--- src/rtl/arith_pkg.sv ---
// Shared arithmetic definitions for the multiplier and divider sequencers.
package arith_pkg;

    typedef enum logic [1:0] {
        IDLE,
        RUN,
        DONE
    } seq_state_t;

    localparam int unsigned DEFAULT_WORD_WIDTH = 8;

endpackage

--- src/rtl/multiplier_booth_signed.sv ---
// Sequential radix-2 Booth signed multiply-accumulate: PRODUCT = A*B + C,
// one Booth step per enabled RUN cycle, start/done handshake with CE gating.
module multiplier_booth_signed
    import arith_pkg::*;
#(
    parameter int unsigned WORD_WIDTH = DEFAULT_WORD_WIDTH
) (
    input  logic                      CLK,
    input  logic                      ARST,
    input  logic                      CE,
    input  logic                      start,
    input  logic [WORD_WIDTH-1:0]     MULTIPLICAND_IN,
    input  logic [WORD_WIDTH-1:0]     MULTIPLIER_IN,
    input  logic [WORD_WIDTH-1:0]     ADDEND_IN,
    output logic [2*WORD_WIDTH-1:0]   PRODUCT_OUT,
    output logic                      busy,
    output logic                      done
);

    localparam int unsigned CW = $clog2(WORD_WIDTH + 1);
    localparam logic [CW-1:0] LAST_STEP = CW'(WORD_WIDTH - 1);

    seq_state_t            state;
    logic [CW-1:0]         cnt;
    logic [WORD_WIDTH:0]   upper;
    logic [WORD_WIDTH-1:0] mreg;
    logic                  q_1;
    logic [WORD_WIDTH-1:0] mcand;
    logic [WORD_WIDTH-1:0] addend;

    logic [WORD_WIDTH:0]     mcand_ext;
    logic [WORD_WIDTH:0]     sum;
    logic [WORD_WIDTH:0]     upper_nxt;
    logic [WORD_WIDTH-1:0]   mreg_nxt;
    logic                    q1_nxt;
    logic [2*WORD_WIDTH-1:0] result_nxt;

    // Booth add/subtract on the (W+1)-bit upper half, then arithmetic shift right
    // of {upper, mreg, q_1}. The addend is folded in on the final step instead of
    // being pre-scaled into the accumulator, keeping the upper adder free of
    // the extra headroom C would need.
    always_comb begin
        mcand_ext = {mcand[WORD_WIDTH-1], mcand};
        sum       = upper;
        unique case ({mreg[0], q_1})
            2'b01:   sum = upper + mcand_ext;
            2'b10:   sum = upper - mcand_ext;
            default: sum = upper;
        endcase
        upper_nxt  = {sum[WORD_WIDTH], sum[WORD_WIDTH:1]};
        mreg_nxt   = {sum[0], mreg[WORD_WIDTH-1:1]};
        q1_nxt     = mreg[0];
        result_nxt = {upper_nxt[WORD_WIDTH-1:0], mreg_nxt}
                   + {{WORD_WIDTH{addend[WORD_WIDTH-1]}}, addend};
    end

    // Sequencer: operand load on accepted start, Booth steps in RUN, registered
    // busy/done/product; CE low freezes everything.
    always_ff @(posedge CLK or posedge ARST) begin
        if (ARST) begin
            state       <= IDLE;
            cnt         <= '0;
            upper       <= '0;
            mreg        <= '0;
            q_1         <= 1'b0;
            mcand       <= '0;
            addend      <= '0;
            PRODUCT_OUT <= '0;
            busy        <= 1'b0;
            done        <= 1'b0;
        end else if (CE) begin
            unique case (state)
                IDLE, DONE: begin
                    done <= 1'b0;
                    if (start) begin
                        upper  <= '0;
                        mreg   <= MULTIPLIER_IN;
                        q_1    <= 1'b0;
                        mcand  <= MULTIPLICAND_IN;
                        addend <= ADDEND_IN;
                        cnt    <= '0;
                        busy   <= 1'b1;
                        state  <= RUN;
                    end else begin
                        busy  <= 1'b0;
                        state <= IDLE;
                    end
                end
                RUN: begin
                    upper <= upper_nxt;
                    mreg  <= mreg_nxt;
                    q_1   <= q1_nxt;
                    cnt   <= cnt + 1'b1;
                    if (cnt == LAST_STEP) begin
                        PRODUCT_OUT <= result_nxt;
                        busy        <= 1'b0;
                        done        <= 1'b1;
                        state       <= DONE;
                    end
                end
                default: begin
                    busy  <= 1'b0;
                    done  <= 1'b0;
                    state <= IDLE;
                end
            endcase
        end
    end

endmodule

--- config.mk ---
export PLATFORM = sky130hd
export DESIGN_NAME = multiplier_booth_signed
export DESIGN_NICKNAME = d
export VERILOG_FILES = /design/src/rtl/arith_pkg.sv /design/src/rtl/multiplier_booth_signed.sv
export SDC_FILE = /design/constraint.sdc
export NUM_CORES = 1
export LEC_CHECK = 0
export BUFFER_PORTS_ARGS = -buffer_cell sky130_fd_sc_hd__buf_2
export CAP_MARGIN = 5
export CORE_AREA = 5 5 94 96
export DETAILED_ROUTE_END_ITERATION = 16
export DIE_AREA = 0 0 99 101
export HOLD_SLACK_MARGIN = 0.15
export SLEW_MARGIN = 5
export SYNTH_ARGS = -nofsm -noshare
export SYNTH_HDL_FRONTEND = slang
export SYNTH_SLANG_ARGS = --single-unit
--- constraint.sdc ---
create_clock -name CLK -period 7.6 [get_ports CLK]
set_clock_uncertainty 0.2 [all_clocks]
set_input_delay 1.52 -clock CLK [delete_from_list [all_inputs] [get_ports CLK]]
set_output_delay 1.52 -clock CLK [all_outputs]
set_load 0.01 [all_outputs]
==> metrics.md <==
| Metric | Value |
|---|---|
| Result of the run | completed |
| Max cap viols | 0 |
| Leakage | 1.898 nW |
| Number of antenna violations at the first check in global routing | 0 |
| Clock-pin slew on the worst setup and hold paths | 0.10 ns |
| Largest net degree at the start of global routing | 56 |
| Floorplan core area | 7969 um^2 |
| Fraction of registers with async set or reset after synthesis | 100.0% |
| Upper clock frequency limit | 247.5 MHz |
| H-tree depth | 2 |
| Power per unit of standard cell area | 547.4 nW/um^2 |
| Total Routing Usage GR | 16.03% |
| Insertion delay to the later sink of the worst-skew pair | 0.31 ns |
| Area leader, netlist | sky130_fd_sc_hd__dfrtp_1 |
| CTS sink cnt | 55 |
| Number of synthesized flops with an enable pin | 0 |
| Number of buffers on the longest clock path | 2 |
| Unique cell type count in the Yosys netlist | 47 |
| Placed wire-length estimate | 5553 um |
| Yosys reg bits | 55 |
| Post-placement setup slack | 3.569 ns |
| Total nets after synthesis | 442 |
| Number of slew-limit violations in the final report | 0 |
| Vias per Instance | 5.196 |
| Via count of the routed design | 2759 |
| Worst Path Max Fanout | 8 |
| Layout filler cell count | 782 |
| Register area share after synthesis | 40.01% |
| Mapped Cells | 385 |
| Yosys top cell area share | 40.01% |
| GPL Wtd Cong | 0.7609 |
| Via count of the first global-routing pass | 2783 |
| Worst hold-check path type | reg2reg |
| Cts hold-fix bufs | 0 |
| RSZ-0062 raised after global routing | false |
| Setup violation total in the final timing report | 0 |
| CTS tree | yes |
| Number of port buffers | 45 |
| Data required time of the critical path | 7.57 ns |
| Full die area | 9999 um^2 |
| Setup TNS after final layout | 0 ns |
| CP arrival | 4.01 ns |
| Wire per inst | 14.01 um |
| CTS-repair resized insts | 0 |
| Area growth from synthesis to layout | 11.90% |
| Worst vdd ir | 0.2167 mV |
| Least setup slack across all paths after layout | 3.559 ns |
| Root buffer cell | sky130_fd_sc_hd__clkbuf_8 |
| Worst setup path category | reg2reg |
| Count of boundary I/O pins | 46 |
| FF+latch area | 1376 um^2 |
| Number of detailed-route iterations in the first pass | 4 |
| Global-route wire length before repair | 13140 um |
| Multi-input gate area in the final layout | 1952 um^2 |
| Worst-case headroom to the max-slew limit | 36.80% |
| Ys Warns | 0 |
| Final global-route overflow total | 0 |
| Fraction of layout instances using a drive strength above 1 | 15.96% |
| Number of setup buffers added after CTS | 0 |
| Number of diodes added for antenna fixing | 0 |
| Final period utilization | 53.17% |
| Chip width | 99 um |
| Actual slew at the worst max-slew pin | 0.9457 ns |
| Prevailing post-synth register cell | sky130_fd_sc_hd__dfrtp_1 |
| Endpoint kind of the worst setup timing path | flip-flop |
| Die boundary height | 101 um |
| Starting density of the core | 43.16% |
| Number of remaining DRC errors | 0 |
| Final Critical Period | 4.041 ns |
| DRT iter0 DRCs | 125 |
| Post-DRT Antenna Nets | 0 |
| Number of buffers added by the clock tree synthesis step | 5 |
| Final Hold Violating Endpoints | 0 |
| Cell types with the largest area share after synthesis | sky130_fd_sc_hd__dfrtp_1 (40%), sky130_fd_sc_hd__ha_1 (9.8%), sky130_fd_sc_hd__nand2_1 (9.4%) |
| Total detailed-routing wirelength | 7437 um |
| Core Rows | 33 |
| Net count reported at finish | 482 |
| Mapped cell area | 3440 um^2 |
| Crit start category | flip-flop |
| Average instance area after synthesis | 8.934 um^2 |
==> routing by layer <==
metal / GRT usage (%) / share of wire [%]
met4: 3.992 / 0.35
met2: 26.50 / 48
met3: 3.322 / 3.7
met1: 21.55 / 48
met5: 0 / 0
==> cells by family after synthesis <==
logic type,Yosys count,synth area share (%)
flops,55,40.01
compound gates,92,17.32
buf+inv,30,3.310
mux,14,4.220
xor+xnor,27,6.875
simple gates,138,17.28
fa+ha+maj,29,10.99
==> path summary, 6_finish.rpt <==
path / start / to / slack (ns) / cells past startpoint
min in group asynchronous: ARST / PRODUCT_OUT[11] / 1.18 / 3
max in group asynchronous: ARST / cnt[2] / 5.53 / 3
min reg2reg: PRODUCT_OUT[14] / PRODUCT_OUT[14] / 0.28 / 2
min: PRODUCT_OUT[14] / PRODUCT_OUT[14] / 0.28 / 2
max reg2reg: q_1 / PRODUCT_OUT[15] / 3.56 / 18
max: q_1 / PRODUCT_OUT[15] / 3.56 / 18
==> Yosys cell counts (all sizes together), types with 3 or more instances <==
cell,n
nand2,86
dfrtp,55
o21ai,42
ha,27
nor2,25
xnor2,17
inv,16
clkbuf,12
a21oi,11
mux2i,10
xor2,10
a22o,7
nor3,6
o31ai,6
nand2b,5
a211oi,4
a31oi,4
mux2,4
o21a,4
a21o,3
and3,3
nor2b,3
==> cells in the final DEF, fill, tap and decap left out, types with 6 or more instances in the layout <==
master	instances
sky130_fd_sc_hd__nand2_1	86
sky130_fd_sc_hd__dfrtp_1	55
sky130_fd_sc_hd__buf_2	45
sky130_fd_sc_hd__o21ai_0	37
sky130_fd_sc_hd__ha_1	27
sky130_fd_sc_hd__nor2_1	24
sky130_fd_sc_hd__xnor2_1	17
sky130_fd_sc_hd__inv_1	15
sky130_fd_sc_hd__a21oi_1	11
sky130_fd_sc_hd__mux2i_1	10
sky130_fd_sc_hd__xor2_1	10
sky130_fd_sc_hd__a22o_1	7
sky130_fd_sc_hd__nor3_1	6
==> where the power goes <==
part | internal, mW | total, mW | switching (mW)
logic | 0.633 | 1.42 | 0.783
clock network | 0.0666 | 0.170 | 0.103
registers | 0.411 | 0.521 | 0.110
total | 1.11 | 2.11 | 0.996
==> critical path: stages (launching register included) <==
cell,delay [ns]
sky130_fd_sc_hd__dfrtp_1,0.39
sky130_fd_sc_hd__inv_1,0.05
sky130_fd_sc_hd__ha_1,0.30
sky130_fd_sc_hd__mux2_2,0.41
sky130_fd_sc_hd__inv_1,0.06
sky130_fd_sc_hd__ha_1,0.21
sky130_fd_sc_hd__nor2b_1,0.13
sky130_fd_sc_hd__o21ai_1,0.16
sky130_fd_sc_hd__a21boi_0,0.13
sky130_fd_sc_hd__o21ai_0,0.23
sky130_fd_sc_hd__nand2b_1,0.10
sky130_fd_sc_hd__xnor2_1,0.18
sky130_fd_sc_hd__o21ai_0,0.14
sky130_fd_sc_hd__ha_1,0.28
sky130_fd_sc_hd__o41ai_1,0.31
sky130_fd_sc_hd__o21ai_1,0.18
sky130_fd_sc_hd__o31ai_2,0.24
sky130_fd_sc_hd__xnor2_1,0.14
sky130_fd_sc_hd__o21ai_1,0.07
==> flip-flops by register name, indices dropped and copies added, names as in the netlist <==
register,count
addend,8
state,2
q_1,1
PRODUCT_OUT,16
mreg,8
cnt,4
mcand,8
upper,8
==> stage by stage <==
stage	hold slack, ns	instances	util, %	area, um^2	total power [mW]
finish	0.2775	531	48.30	3849	2.107
global route	0.3061	531	48.30	3849	2.329
floorplan	0.2497	385	-	3440	1.646
detailed placement	0.2594	523	47.18	3760	1.951
CTS	0.2851	531	48.30	3849	2.129
global placement	0.2569	523	47.18	3760	1.916
==> layout make-up <==
| class | count | share of cell area (%) |
|---|---|---|
| Multi-Input combinational cell | 300 | 50.72 |
| Sequential cell | 55 | 35.76 |
| Timing Repair Buffer | 47 | 6.242 |
| Tap cell | 105 | 3.414 |
| Clock buffer | 6 | 1.886 |
| Inverter | 16 | 1.560 |
| Clock inverter | 2 | 0.4226 |
Power figures use the tool's default switching activity.
